`config.mk`:
```
export PLATFORM = sky130hd
export DESIGN_NAME = dmem_access_arbiter
export DESIGN_NICKNAME = d
export VERILOG_FILES = /design/src/rtl/dmem_access_arbiter.sv
export SDC_FILE = /design/constraint.sdc
export NUM_CORES = 1
export LEC_CHECK = 0
export ABC_AREA = 1
export CAP_MARGIN = 15
export CORE_UTILIZATION = 34
export DETAILED_ROUTE_END_ITERATION = 10
export GPL_TIMING_DRIVEN = 0
export PLACE_DENSITY = 0.83
export SLEW_MARGIN = 20
export SYNTH_ARGS = -nofsm -noshare
export SYNTH_HDL_FRONTEND = slang
export SYNTH_SLANG_ARGS = --single-unit
```
`constraint.sdc`:
```
create_clock -name clk -period 1.6 [get_ports clk]
set_input_delay 0.24 -clock clk [delete_from_list [all_inputs] [get_ports clk]]
set_output_delay 0.24 -clock clk [all_outputs]
set_load 0.005 [all_outputs]
```
`src/rtl/dmem_access_arbiter.sv`:
```
// -----------------------------------------------------------------------------
// dmem_access_arbiter
//
// Purpose:
//   Shares a single-port data memory between the pipeline MEM stage and an
//   external loader/DMA port. Every access is sequenced by a wait-state
//   counter. The pipeline is frozen while one of its accesses is outstanding.
//   pipe_freeze is meant to be ORed into the existing hazard freeze.
//
// Parameters:
//   WORD_W        data and address width
//   WAIT_CYCLES   extra cycles the memory needs per access (0 allowed)
//   STARVE_LIMIT  consecutive pipe grants made while DMA waits before DMA is
//                 forced in (used only with DMEM_STARVE_GUARD_EN)
//
// Configuration macro:
//   DMEM_STARVE_GUARD_EN  defined   -> anti-starvation counter for the DMA port
//                         undefined -> strict pipe priority, no counter
//
// Ports:
//   clk, rst                         clock, synchronous active-high reset
//   pipe_req/we/addr/wdata           MEM-stage request
//   pipe_rdata, pipe_done            load data / final cycle (combinational)
//   pipe_freeze                      pipeline stall (combinational)
//   dma_req/we/addr/wdata            level DMA request, held until dma_ack
//   dma_rdata, dma_ack               registered read data / 1-cycle ack
//   mem_en/we/addr/wdata             registered memory command
//   mem_rdata                        memory read data, valid in final cycle
// -----------------------------------------------------------------------------
module dmem_access_arbiter #(
  parameter int WORD_W       = 32,
  parameter int WAIT_CYCLES  = 2,
  parameter int STARVE_LIMIT = 4
) (
  input  logic              clk,
  input  logic              rst,
  input  logic              pipe_req,
  input  logic              pipe_we,
  input  logic [WORD_W-1:0] pipe_addr,
  input  logic [WORD_W-1:0] pipe_wdata,
  output logic [WORD_W-1:0] pipe_rdata,
  output logic              pipe_done,
  output logic              pipe_freeze,
  input  logic              dma_req,
  input  logic              dma_we,
  input  logic [WORD_W-1:0] dma_addr,
  input  logic [WORD_W-1:0] dma_wdata,
  output logic [WORD_W-1:0] dma_rdata,
  output logic              dma_ack,
  output logic              mem_en,
  output logic              mem_we,
  output logic [WORD_W-1:0] mem_addr,
  output logic [WORD_W-1:0] mem_wdata,
  input  logic [WORD_W-1:0] mem_rdata
);

  typedef enum logic [1:0] {
    IDLE = 2'd0,
    PIPE = 2'd1,
    DMA  = 2'd2
  } state_t;

  // With WAIT_CYCLES=0 the counter still needs one bit.
  localparam int CNT_W = (WAIT_CYCLES > 0) ? $clog2(WAIT_CYCLES + 1) : 1;
  localparam logic [CNT_W-1:0] CNT_LOAD = CNT_W'(WAIT_CYCLES);

  state_t              state_q, state_d;
  logic [CNT_W-1:0]    cnt_q, cnt_d;
  logic                mem_en_q, mem_en_d;
  logic                mem_we_q, mem_we_d;
  logic [WORD_W-1:0]   mem_addr_q, mem_addr_d;
  logic [WORD_W-1:0]   mem_wdata_q, mem_wdata_d;
  logic                dma_ack_q, dma_ack_d;
  logic [WORD_W-1:0]   dma_rdata_q, dma_rdata_d;

  logic dma_ok;
  logic force_dma;
  logic grant_pipe;
  logic grant_dma;

  // A DMA request seen in the same cycle as its own ack is the old request
  // still held by the requester; it must not be granted a second time.
  assign dma_ok = dma_req & ~dma_ack_q;

`ifdef DMEM_STARVE_GUARD_EN
  localparam int STV_W = (STARVE_LIMIT > 0) ? $clog2(STARVE_LIMIT + 1) : 1;
  localparam logic [STV_W-1:0] STV_MAX = STV_W'(STARVE_LIMIT);

  logic [STV_W-1:0] starve_q, starve_d;

  assign force_dma = (starve_q == STV_MAX) & dma_ok;

  // Counts pipe grants that bypassed a waiting DMA request; saturates at the
  // limit so it holds there until DMA actually gets in.
  always_comb begin
    starve_d = starve_q;
    if (grant_dma) begin
      starve_d = '0;
    end else if (grant_pipe) begin
      if (!dma_req) begin
        starve_d = '0;
      end else if (starve_q != STV_MAX) begin
        starve_d = starve_q + STV_W'(1);
      end
    end
  end

  always_ff @(posedge clk) begin
    if (rst) begin
      starve_q <= '0;
    end else begin
      starve_q <= starve_d;
    end
  end
`else
  logic unused_starve_limit;
  assign unused_starve_limit = (STARVE_LIMIT != 0);
  assign force_dma = 1'b0;
`endif

  assign grant_pipe = (state_q == IDLE) & pipe_req & ~force_dma;
  assign grant_dma  = (state_q == IDLE) & dma_ok & (~pipe_req | force_dma);

  always_comb begin
    state_d     = state_q;
    cnt_d       = cnt_q;
    mem_en_d    = mem_en_q;
    mem_we_d    = mem_we_q;
    mem_addr_d  = mem_addr_q;
    mem_wdata_d = mem_wdata_q;
    dma_ack_d   = 1'b0;
    dma_rdata_d = dma_rdata_q;

    case (state_q)
      IDLE: begin
        mem_en_d = 1'b0;
        if (grant_pipe) begin
          mem_en_d    = 1'b1;
          mem_we_d    = pipe_we;
          mem_addr_d  = pipe_addr;
          mem_wdata_d = pipe_wdata;
          cnt_d       = CNT_LOAD;
          state_d     = PIPE;
        end else if (grant_dma) begin
          mem_en_d    = 1'b1;
          mem_we_d    = dma_we;
          mem_addr_d  = dma_addr;
          mem_wdata_d = dma_wdata;
          cnt_d       = CNT_LOAD;
          state_d     = DMA;
        end
      end

      PIPE, DMA: begin
        // mem_* stay put for the whole access; cnt==0 marks the final cycle.
        if (cnt_q != '0) begin
          cnt_d = cnt_q - CNT_W'(1);
        end else begin
          mem_en_d = 1'b0;
          state_d  = IDLE;
          if (state_q == DMA) begin
            dma_ack_d = 1'b1;
            if (!mem_we_q) begin
              dma_rdata_d = mem_rdata;
            end
          end
        end
      end

      default: begin
        mem_en_d = 1'b0;
        state_d  = IDLE;
      end
    endcase
  end

  always_ff @(posedge clk) begin
    if (rst) begin
      state_q     <= IDLE;
      cnt_q       <= '0;
      mem_en_q    <= 1'b0;
      mem_we_q    <= 1'b0;
      mem_addr_q  <= '0;
      mem_wdata_q <= '0;
      dma_ack_q   <= 1'b0;
      dma_rdata_q <= '0;
    end else begin
      state_q     <= state_d;
      cnt_q       <= cnt_d;
      mem_en_q    <= mem_en_d;
      mem_we_q    <= mem_we_d;
      mem_addr_q  <= mem_addr_d;
      mem_wdata_q <= mem_wdata_d;
      dma_ack_q   <= dma_ack_d;
      dma_rdata_q <= dma_rdata_d;
    end
  end

  // A flushed pipe access (pipe_req dropped mid-access) still completes;
  // the freeze simply follows pipe_req, so the stray pipe_done is harmless.
  assign pipe_done   = (state_q == PIPE) && (cnt_q == '0);
  assign pipe_rdata  = pipe_done ? mem_rdata : '0;
  assign pipe_freeze = pipe_req & ~pipe_done;

  assign dma_rdata = dma_rdata_q;
  assign dma_ack   = dma_ack_q;
  assign mem_en    = mem_en_q;
  assign mem_we    = mem_we_q;
  assign mem_addr  = mem_addr_q;
  assign mem_wdata = mem_wdata_q;

endmodule
```
== After elaboration in Yosys (flattened, before gate mapping) ==
Cells that the tools add are included.
W data, S select, Z words.
Storage, ports and cells
  logic and storage cells: 56
  input port bits: 166
  ROM bits: 0
  flip-flop bits (word level): 103
  memories: 0
  bits in writable memories: 0
  bits in latches: 0
Cells by class
  mux-type cells: 19
  eq/ne operators: 5
  magnitude comparators: 0
  shift operators: 0
  reduce and logical (&&, ||, !) cells: 12
  divide/modulo/power cells: 0
  multiply operators: 0
  bitwise logic cells: 11
  add/sub/neg operators: 1
Operators with widths (count)
  $mux W32: 5
  $mux W2: 5
  $pmux W2 S2: 2
  $mux W1: 6
  $not A1 Y1: 6
  $reduce_bool A2 Y1: 3
  $and A1 B1 Y1: 5
  $logic_not A2 Y1: 2
  $ne A2 B2 Y1 const B: 2
  $reduce_and A2 Y1: 2
  $reduce_and A4 Y1: 1
  $ne A3 B3 Y1 const B: 1
  $reduce_and A3 Y1: 1
  $reduce_or A3 Y1: 1
  $eq A2 B1 Y1 const B: 1
  $eq A2 B2 Y1 const B: 1
  $pmux W1 S2: 1
  $reduce_or A2 Y1: 1
  $sub A2 B1 Y2 const B: 1
  $logic_and A1 B1 Y1: 1

== Longest topological paths before layout ==
Gate-level depths: netlist of run 1.
  depth after elaboration: 7
  gate-level depth with buffers: 12
  depth with buffers taken out: 9

== Worst setup path after synthesis of run 1 ==
No wires, ideal clock.
  path type: reg-to-reg
  start: register state_q[0]
  end: register mem_addr_q[17], in the netlist mem_addr[17]
  slack: 0.052 ns
  data arrival time: 1.433 ns
  stages on the path, launching flop included: 12
  clock period less this slack: 1.548 ns
  path buffers: 3
  cells stage by stage: dfxtp_1 > inv_1 > ha_1 > buf_4 > nand2_1 > inv_2 > buf_4 > buf_2 > nand2_1 > nand4_1 > nand2_1 > nor2_1
On the way
  longest elaborated chain between the ends: 5
  elaborated cells between the ends (all ways): 7
Ends and longest elaborated chain
  start, declared: RTL line 67  | state_t state_q, state_d;
  start signal, assigned: RTL line 188  | state_q <= state_d;
  $logic_not A2 Y1 *: RTL line 121, 122, 134
  $and A1 B1 Y1 (2 in series): RTL line 122  | assign grant_dma = (state_q == IDLE) & dma_ok & (~pipe_req | force_dma);
  $reduce_bool A2 Y1 (no line)
  $reduce_and A2 Y1 (no line)
  end signal, assigned: RTL line 192  | mem_addr_q <= mem_addr_d;
  end, declared: RTL line 71  | logic [WORD_W-1:0] mem_addr_q, mem_addr_d;
Mark *: on every way between the ends. The rest lies on a longest branch, timed or not.
A chain may end at the register's enable or synchronous reset.

== Worst setup path in the final report of run 1 ==
  start: register state_q[1]
  end: output pipe_rdata[18]
On the way
  longest elaborated chain between the ends: 3
Ends and longest elaborated chain
  $eq A2 B1 Y1: RTL line 201  | assign pipe_done = (state_q == PIPE) && (cnt_q == '0);
  $logic_and A1 B1 Y1: RTL line 201
  $mux W32: RTL line 202  | assign pipe_rdata = pipe_done ? mem_rdata : '0;
  end, declared: RTL line 41  | output logic [WORD_W-1:0] pipe_rdata,
No other way between the ends.

==> results of run 1 <==
## logic make-up (layout without fill, tap and decap cells)
kind of cell | after synthesis | count (layout) | synth area share
AND/OR/NAND/NOR | 386 | 387 | 0.329
adder cells (fa/ha/maj) | 6 | 6 | 0.0152
AO/OA/AOI/OAI | 135 | 135 | 0.137
flip-flops | 103 | 103 | 0.417
buffers and inverters | 106 | 455 | 0.103
## worst max-delay path, delay by kind of cell, from the launching register on
kind,cells,cell delay [ns]
adders and majority gates,1,0.16
and+or+nand+nor,2,0.17
buffers and inverters,4,0.46
DFF,1,0.34
## registers in the layout, indices dropped and copies added (netlist names)
signal	cells
mem_we	1
cnt_q	2
mem_en	1
mem_addr	32
state_q	2
dma_rdata	32
dma_ack	1
mem_wdata	32
## worst max-delay path by stage
stage	from	end	slack, ns	cells past startpoint
after floorplan	state_q[0]	mem_addr[17]	0.05	11
after global placement	cnt_q[0]	pipe_rdata[9]	-0.52	6
after detailed placement	state_q[1]	pipe_rdata[2]	-0.53	6
after CTS	state_q[1]	pipe_rdata[18]	-0.23	7
after global routing	state_q[1]	pipe_rdata[18]	-0.16	7
final	state_q[1]	pipe_rdata[18]	-0.11	7
## metrics by stage
stage,hold WS [ns],instance area (sq um)
after floorplan,0.309,4950
after global placement,0.451,8160
after detailed placement,0.461,8160
after CTS,0.442,8820
after global routing,0.494,9490
final,0.473,9490
## final cells by class
type                            instances  share of cell area
Timing Repair Buffer                  340               0.363
Multi-Input combinational cell        528               0.294
Sequential cell                       103               0.218
Buffer                                 55              0.0496
Clock buffer                            9              0.0237
Tap cell                              180              0.0237
Inverter                               44              0.0182
Clock inverter                          7             0.00923
## power by group
part / internal [W] / switching, W / total [W] / leakage, nW
clock network: 0.00136 / 0.000995 / 0.00236 / 0.155
logic: 0.00434 / 0.00386 / 0.00821 / 3.14
registers: 0.00341 / 0.000521 / 0.00393 / 0.850
total: 0.00911 / 0.00538 / 0.0145 / 4.14
## layer usage
| layer | up-vias | part of all wire | track usage |
|---|---|---|---|
| met5 | - | 0 | 0 |
| li1 | 3098 | - | - |
| met2 | 236 | 0.50 | 0.422 |
| met4 | 0 | 0.018 | 0.0762 |
| met1 | 2992 | 0.40 | 0.282 |
| met3 | 26 | 0.076 | 0.0651 |
## Yosys cell counts
master | count | area share
nand4_1 | 65 | 0.082
o21ai_0 | 33 | 0.033
nor2_1 | 101 | 0.077
nand3_1 | 6 | 0.0061
buf_1 | 5 | 0.0038
buf_4 | 3 | 0.0046
buf_2 | 19 | 0.019
a21oi_1 | 102 | 0.10
nand2_1 | 211 | 0.16
nor2_2 | 2 | 0.0025
nand2_2 | 1 | 0.0013
inv_2 | 3 | 0.0023
inv_1 | 41 | 0.031
clkbuf_1 | 25 | 0.019
buf_6 | 10 | 0.023
ha_1 | 6 | 0.015
dfxtp_1 | 103 | 0.42
## timing repair
| action | in CTS | in global routing |
|---|---|---|
| hold buffers | 0 | 0 |
| pin swaps | 5 | 24 |
| setup buffers | 13 | 16 |
| setup endpoints to repair | 132 | 129 |
| resized for setup | 233 | 124 |
| gates cloned | 4 | 12 |
==> reports/summary.txt, run 1 <==
Clock Path Buffers - 2
Crit. End Element - output pin
Post-Syn Area - 4950 sq um
CORE AREA - 14000 sq um
Post-Synthesis Mean Instance Area - 6.72 sq um
Final Instance Count excl. Fillers - 1266
Die Width - 123 um
Storage element area - 2070 sq um
WHS Endpoint - dma_rdata[10]
Slew HR - 0.649
Vias in the first global route - 5572
Slowest stage delay, CP - 0.34 ns
Finish-stage setup viols - 61
Cell count after synthesis - 736
Total power - 0.0145 W
Slowest CP cell - dfxtp_2
Largest net degree at the start of global routing - 17
Hold WC Path Type - input port to flip-flop
Final Hold Violating Endpoints - 0
Failing checks - negative setup slack
FF-to-FF Start - state_q[0]
Routed len/inst - 16.2 um
Flops & latches, synth - 103
Initial Utilization - 0.352
Worst setup SP type - flip-flop
# Max-Cap Violations - 0
Fin crit share - 1.07
Die area - 15000 sq um
TritonCTS clock tree - built
Setup tns final - -2.81 ns
Worst slew pin tran - 0.526 ns
Slew Viols, Final - 0
# port buffers - 298
Top-level I/O count - 299
Max Clock Skew - 0.00822 ns
Commonest non-fill, non-tap cell in the layout - clkdlybuf4s50_1
PnR worst setup slack - -0.111 ns
Initial antenna violation count - 0
Share of cells above drive strength 1 - 0.209
Via count - 6352
R2R Setup Slk - -0.08 ns
Initial DRC count - 242
Most frequent cells in the layout - clkdlybuf4s50_1 (263), nand2_1 (205), dfxtp_1 (98)
N_diodes - 0
WL final - 20500 um
Crit Path Category - flip-flop to output pin
Num CTS Buffers - 9
Clk slew on worst S/H paths - 0.07 ns
Hold Path Depth - 3
Routability congestion estimate - 0.831
Utilization of the core after routing - 0.676
Sequential area share after synthesis - 0.417
First-pass GRT wire length - 28000 um
H-tree lvl count - 3
Placed cell count - 1214
Row Count - 43
Req. time, crit path - 1.36 ns
Routed Antenna Nets - 0
Fin nets - 1253
Crit-path cells - inv_4 > ha_4 > nand2_8 > buf_6 > buf_8 > nor2_4 > buf_2
RSZ-0062 raised after global routing - yes
DRT Pass-1 Iters - 5
DIE HEIGHT - 123 um
Area of the multi-input gates - 2800 sq um
Worst skew pair latency - 0.35 ns
Remaining global-route overflow - 0
Post-DP HPWL - 13900 um
Peak VDD IR - 0.000713 V
Clock tree root driver cell - clkbuf_16
Leak - 4.14 nW
Synth-to-layout area growth - 91.9%
Worst r2r path cells - 11
Setup slack at placement - -0.525 ns
Sinks on Clock Net - 103
Yosys warns - 0
CP Max Fanout - 8
Worst Hold Launch - mem_rdata[10]
Reg2reg end - mem_addr[21]
Max Freq - 0.584 GHz
Distinct cells, synth - 17
Worst Path Arrival - 1.47 ns
Syn nets - 908
Remaining DRCs - 0
PD cells - 1530 nW/um^2
Layout fillers - 1127
GRT Util Overall - 0.240
Status - complete, but fails checks
Final min period - 1.71 ns
Via density per instance - 5.02
(Power assumes the default switching activity.)
==> run 2: changes to the inputs <==
--- a/config.mk
+++ b/config.mk
@@ -7,6 +7,7 @@
 export LEC_CHECK = 0
 export ABC_AREA = 1
 export CAP_MARGIN = 15
+export CORE_MARGIN = 2
 export CORE_UTILIZATION = 34
 export DETAILED_ROUTE_END_ITERATION = 10
 export GPL_TIMING_DRIVEN = 0
==> run 2 against run 1 <==
The run still ends with negative setup slack left. Critical path depth did not move. Sequential share of layout area fell by 0.39 points. Utilization fell by 0.33 points.
==> reports/summary.txt, run 2 (synthesis gave the netlist of run 1 again) <==
Req. time, crit path - 1.36 ns (about the same)
Commonest non-fill, non-tap cell in the layout - clkdlybuf4s50_1 (unchanged)
Status - complete, but fails checks (unchanged)
Worst setup path start - state_q[0] (was state_q[1])
Fin nets - 1264 (was 1253)
# port buffers - 298 (unchanged)
Crit. End Element - output pin (unchanged)
Total power - 0.0146 W (was 0.0145 W)
First-pass GRT wire length - 31300 um (was 28000 um)
Utilization of the core after routing - 0.673 (was 0.676)
Clock tree root driver cell - clkbuf_16 (unchanged)
Slew HR - 0.648 (was 0.649)
Initial DRC count - 323 (was 242)
Initial antenna violation count - 0 (unchanged)
Largest net degree at the start of global routing - 15 (was 17)
Layout fillers - 1166 (was 1127)
Hold Buf Count CTS - 0 (unchanged)
CP Max Fanout - 6 (was 8)
Peak VDD IR - 0.000667 V (was 0.000713 V)
Hold WC Path Type - input port to flip-flop (unchanged)
Top-level I/O count - 299 (unchanged)
Die area - 15500 sq um (was 15000 sq um)
Worst Hold Launch - mem_rdata[15] (was mem_rdata[10])
Worst setup SP type - flip-flop (unchanged)
R2R Setup Slk - -0.11 ns (was -0.08 ns)
FF-to-FF Start - state_q[0] (unchanged)
Routability congestion estimate - 0.817 (was 0.831)
N_diodes - 0 (unchanged)
Post-DP HPWL - 14300 um (was 13900 um)
Num CTS Buffers - 9 (unchanged)
RSZ-0062 raised after global routing - yes (unchanged)
PD cells - 1510 nW/um^2 (was 1530 nW/um^2)
DIE HEIGHT - 125 um (was 123 um)
Final Hold Violating Endpoints - 0 (unchanged)
Routed len/inst - 16.3 um (was 16.2 um)
Sinks on Clock Net - 103 (unchanged)
Failing checks - negative setup slack (unchanged)
Row Count - 44 (was 43)
Via density per instance - 5.00 (was 5.02)
Routed Antenna Nets - 0 (unchanged)
Initial Utilization - 0.344 (was 0.352)
# Max-Cap Violations - 0 (unchanged)
Worst Path Arrival - 1.53 ns (was 1.47 ns)
Worst skew pair latency - 0.34 ns (was 0.35 ns)
Minimum hold slack - 0.463 ns (was 0.473 ns)
Die Width - 125 um (was 123 um)
Leak - 4.23 nW (was 4.14 nW)
Fin crit share - 1.10 (was 1.07)
Setup slack at placement - -0.512 ns (was -0.525 ns)
Remaining DRCs - 0 (unchanged)
GRT Util Overall - 0.246 (was 0.240)
Worst slew pin tran - 0.529 ns (was 0.526 ns)
Finish-stage setup viols - 80 (was 61)
Max Freq - 0.566 GHz (was 0.584 GHz)
Most frequent cells in the layout - clkdlybuf4s50_1 (263), nand2_1 (189), dfxtp_1 (98) (was clkdlybuf4s50_1 (263), nand2_1 (205), dfxtp_1 (98))
WL final - 20900 um (was 20500 um)
Crit Path Category - flip-flop to output pin (unchanged)
Final min period - 1.77 ns (was 1.71 ns)
PnR worst setup slack - -0.166 ns (was -0.111 ns)
Vias in the first global route - 6147 (was 5572)
Via count - 6390 (was 6352)
Slew Viols, Final - 0 (unchanged)
Remaining global-route overflow - 0 (unchanged)
Worst r2r path cells - 12 (was 11)
Clk slew on worst S/H paths - 0.06 ns (was 0.07 ns)
CORE AREA - 14400 sq um (was 14000 sq um)
H-tree lvl count - 3 (unchanged)
Share of cells above drive strength 1 - 0.222 (was 0.209)
TritonCTS clock tree - built (unchanged)
Synth-to-layout area growth - 95.4% (was 91.9%)
Hold Path Depth - 3 (unchanged)
Reg2reg end - mem_addr[17] (was mem_addr[21])
WHS Endpoint - dma_rdata[15] (was dma_rdata[10])
Max Clock Skew - 0.00473 ns (was 0.00822 ns)
DRT Pass-1 Iters - 5 (unchanged)
Clock Path Buffers - 2 (unchanged)
-- run 2: changes by cell type in the layout (fill, tap and decap cells not counted), moves of 5 or more --
| cell | change |
|---|---|
| clkbuf_2 | -5 |
| nor2_1 | +9 |
| nand2_2 | +17 |
| buf_8 | +8 |
| nor2_4 | -10 |
| buf_16 | +5 |
| nand2_1 | -16 |
-- run 2: where the power goes --
group / switching (W) / leakage (nW) / total (W) / internal [W]
combinational: 0.00396 / 3.26 / 0.00873 / 0.00477
clock: 0.000928 / 0.127 / 0.00200 / 0.00107
sequential: 0.000492 / 0.850 / 0.00390 / 0.00341
total: 0.00538 / 4.23 / 0.0146 / 0.00925
-- run 2: worst max-delay path, cell delays in order (launching register included) --
cell	delay [ns]
dfxtp_4	0.37
buf_12	0.10
ha_4	0.15
nand2_8	0.08
clkbuf_16	0.16
buf_8	0.13
nor2_1	0.07
buf_2	0.11
-- run 2: cell type report --
class,count,area [sq um],share of cell area
timing repair buffer,348,3610,0.373
multi-input combinational,528,2750,0.284
sequential,103,2070,0.214
buffer,58,574,0.0594
clock buffer,11,243,0.0251
tap,184,230,0.0238
inverter,44,180,0.0186
clock inverter,2,10.0,0.00104
-- run 2: per-layer routing --
layer | up-vias | track usage | part of all wire
met1 | 2957 | 0.287 | 0.40
met2 | 279 | 0.440 | 0.50
met5 | - | 0 | 0
li1 | 3117 | - | -
met3 | 37 | 0.0704 | 0.081
met4 | 0 | 0.0681 | 0.021
-- run 2: what timing repair did --
action | CTS | global route
pin swaps | 52 | 20
buffers inserted | 29 | 5
gates resized for setup | 326 | 64
gates cloned | 11 | 7
setup endpoints to repair | 134 | 130
-- run 2: stage by stage --
stage,setup TNS [ns],instances,area [sq um]
2_1_floorplan,0,736,4950
3_3_place_gp,-40.49,1218,8160
3_5_place_dp,-43.08,1218,8160
4_1_cts,-9.44,1271,9410
5_1_grt,-11.83,1278,9670
6_report,-5.67,1278,9670
-- run 2: worst max path at each step --
stage | end | slack, ns | cells after the start
final | pipe_rdata[7] | -0.17 | 7
after global routing | pipe_rdata[1] | -0.22 | 7
after CTS | mem_wdata[3] | -0.17 | 13
after detailed placement | pipe_rdata[1] | -0.51 | 6
after global placement | pipe_rdata[2] | -0.49 | 6
after floorplan | mem_addr[17] | 0.05 | 11
==> run 3: changes to the inputs <==
--- a/config.mk
+++ b/config.mk
@@ -12,6 +12,7 @@
 export DETAILED_ROUTE_END_ITERATION = 10
 export GPL_TIMING_DRIVEN = 0
 export PLACE_DENSITY = 0.83
+export SETUP_SLACK_MARGIN = 0.2
 export SLEW_MARGIN = 20
 export SYNTH_ARGS = -nofsm -noshare
 export SYNTH_HDL_FRONTEND = slang
==> run 3 against run 2 <==
The run still ends with negative setup slack left. Via count is 2.1% higher. Highest routed layer unchanged. Largest power group unchanged. Cell count rose by 0.55%. First-iteration DRC count increased by 5.0%. Critical path type is now flip-flop to flip-flop. Maximum frequency up 1.7%. Global-route usage rose by 1.5 points. Combinational power grew 4.7%. Sequential share of layout area is 0.91 points lower. Critical path depth increased by 5.
==> reports/summary.txt, run 3 (synthesis gave the netlist of run 1 again) <==
Worst Path Arrival - 1.97 ns (was 1.53 ns)
Crit. End Element - flip-flop (was output pin)
Peak VDD IR - 0.000707 V (was 0.000667 V)
Crit-path cells - inv_6 > ha_4 > buf_8 > inv_6 > nor2_4 > nand2_4 > nand2_8 > buf_12 > buf_8 > nand4_1 > nand2_1 > nor2_2 (was buf_12 > ha_4 > nand2_8 > clkbuf_16 > buf_8 > nor2_1 > buf_2)
Finish-stage setup viols - 97 (was 80)
Vias in the first global route - 6429 (was 6147)
PD cells - 1500 nW/um^2 (was 1510 nW/um^2)
WL final - 22100 um (was 20900 um)
Die Width - 125 um (unchanged)
GRT Util Overall - 0.261 (was 0.246)
Fin crit share - 1.09 (was 1.10)
# Max-Cap Violations - 0 (unchanged)
Crit-path leading delay family - simple AND/OR/NAND/NOR gates (was buffers and inverters)
Total power - 0.0154 W (was 0.0146 W)
Initial antenna violation count - 1 (was 0)
Clk slew on worst S/H paths - 0.07 ns (was 0.06 ns)
Synth-to-layout area growth - 107% (was 95.4%)
Status - complete, but fails checks (unchanged)
Post-DP HPWL - 14300 um (about the same)
DIE HEIGHT - 125 um (unchanged)
Met3 Usage GRT - 0.0653 (was 0.0704)
First-pass GRT wire length - 32800 um (was 31300 um)
# port buffers - 298 (unchanged)
Top-level I/O count - 299 (unchanged)
Hold WC Path Type - input port to flip-flop (unchanged)
CORE AREA - 14400 sq um (unchanged)
Max Freq - 0.576 GHz (was 0.566 GHz)
Worst Setup EP - mem_addr[24] (was pipe_rdata[7])
Routed len/inst - 17.2 um (was 16.3 um)
FF-to-FF Start - state_q[0] (unchanged)
Busiest layer in global routing - met2 (unchanged)
H-tree lvl count - 3 (unchanged)
Crit Path Category - flip-flop to flip-flop (was flip-flop to output pin)
Worst setup SP type - flip-flop (unchanged)
R2R Setup Slk - -0.14 ns (was -0.11 ns)
Most frequent cells in the layout - nand2_1 (202), clkdlybuf4s50_1 (165), dlygate4sd2_1 (92) (was clkdlybuf4s50_1 (263), nand2_1 (189), dfxtp_1 (98))
Clock Path Buffers - 2 (unchanged)
Reg2reg end - mem_addr[24] (was mem_addr[17])
Share of cells above drive strength 1 - 0.317 (was 0.222)
Remaining DRCs - 0 (unchanged)
Sinks on Clock Net - 103 (unchanged)
GR Util met2 - 0.462 (was 0.440)
Hold Buf Count CTS - 0 (unchanged)
Final Hold Violating Endpoints - 0 (unchanged)
Worst r2r path cells - 12 (unchanged)
Num CTS Buffers - 9 (unchanged)
Clock tree root driver cell - clkbuf_16 (unchanged)
Routability congestion estimate - 0.846 (was 0.817)
Worst slew pin tran - 0.500 ns (was 0.529 ns)
Routed Antenna Nets - 0 (unchanged)
Worst skew pair latency - 0.35 ns (was 0.34 ns)
Slowest CP cell - dfxtp_4 (unchanged)
Max Clock Skew - 0.00348 ns (was 0.00473 ns)
Storage element area - 2100 sq um (was 2070 sq um)
Leak - 4.79 nW (was 4.23 nW)
Fin nets - 1268 (was 1264)
Largest net degree at the start of global routing - 16 (was 15)
Initial DRC count - 339 (was 323)
Slew HR - 0.667 (was 0.648)
Via count - 6523 (was 6390)
PnR worst setup slack - -0.136 ns (was -0.166 ns)
Failing checks - negative setup slack (unchanged)
Row Count - 44 (unchanged)
TritonCTS clock tree - built (unchanged)
Area of the multi-input gates - 3260 sq um (was 2750 sq um)
Via density per instance - 5.08 (was 5.00)
Initial Utilization - 0.344 (unchanged)
Setup tns final - -6.41 ns (was -5.67 ns)
Final min period - 1.74 ns (was 1.77 ns)
Die area - 15500 sq um (unchanged)
DRT Pass-1 Iters - 5 (unchanged)
Slew Viols, Final - 0 (unchanged)
RSZ-0062 raised after global routing - yes (unchanged)
Stages on worst setup path - 12 (was 7)
Slowest stage delay, CP - 0.37 ns (about the same)
Remaining global-route overflow - 0 (unchanged)
Commonest non-fill, non-tap cell in the layout - nand2_1 (was clkdlybuf4s50_1)
Setup slack at placement - -0.488 ns (was -0.512 ns)
Layout fillers - 1068 (was 1166)
Met1 usage - 0.297 (was 0.287)
CP bufs+invs - 5 (was 4)
CP Max Fanout - 8 (was 6)
Req. time, crit path - 1.84 ns (was 1.36 ns)
Worst setup path start - state_q[0] (unchanged)
-- run 3: cell count changes in the layout (fill, tap and decap cells not counted), moves of 14 or more --
cell,previous run,this run
clkdlybuf4s50_1,263,165
a21oi_1,72,11
dfxtp_2,4,19
nand2_2,19,5
a21oi_2,30,84
o21ai_2,0,17
o21ai_0,33,3
dfxtp_1,98,80
dlygate4sd2_1,1,92
-- run 3: cell type report --
cell class | count | share of cell area
antenna | 1 | 0.000244
buffer | 62 | 0.0667
clock buffer | 11 | 0.0227
clock inverter | 4 | 0.00464
inverter | 44 | 0.0183
multi-input combinational | 527 | 0.318
sequential | 103 | 0.205
tap | 184 | 0.0225
timing repair buffer | 349 | 0.342
-- run 3: repair_timing --
action,CTS,global route
setup endpoints to repair,236,144
gates cloned,14,7
resized for setup,484,142
pin swaps,32,43
setup buffers,20,10
-- run 3: per-stage QoR --
| step | cell area (sq um) | hold WS (ns) | instances | util |
|---|---|---|---|---|
| after floorplan | 5040 | 0.302 | 736 | - |
| after global placement | 8250 | 0.452 | 1218 | 0.574 |
| after detailed placement | 8250 | 0.463 | 1218 | 0.574 |
| after CTS | 9520 | 0.441 | 1267 | 0.663 |
| after global routing | 10200 | 0.470 | 1285 | 0.713 |
| final | 10200 | 0.459 | 1285 | 0.713 |
-- run 3: how the worst min path moves through the flow --
stage / from / to / slack, ns / cells after the start
final: mem_rdata[10] / dma_rdata[10] / 0.46 / 3
after global routing: mem_rdata[5] / dma_rdata[5] / 0.47 / 3
after CTS: mem_rdata[7] / dma_rdata[7] / 0.44 / 3
after detailed placement: mem_en / mem_en / 0.46 / 2
after global placement: cnt_q[1] / cnt_q[1] / 0.45 / 2
after floorplan: rst / state_q[0] / 0.30 / 1
-- run 3: metal layers --
layer  wire length, um  vias up  part of all wire
met5                 0        -                 0
met3              1700       48             0.077
li1                  -     3138                 -
met4               750        0             0.034
met2             11200      274              0.51
met1              8390     3063              0.38
-- run 3: worst reg2reg max path: stages, from the launching register on --
cell and delay (ns):
dfxtp_4 0.37, inv_6 0.08, ha_4 0.13, buf_8 0.13, inv_6 0.04, nor2_4 0.13
nand2_4 0.09, nand2_8 0.11, buf_12 0.16, buf_8 0.13, nand4_1 0.11, nand2_1 0.12
nor2_2 0.05
-- run 3: power by group --
part,total (W),switching [W],internal (W)
logic,0.00914,0.00449,0.00465
clock network,0.00216,0.000958,0.00120
registers,0.00406,0.000601,0.00345
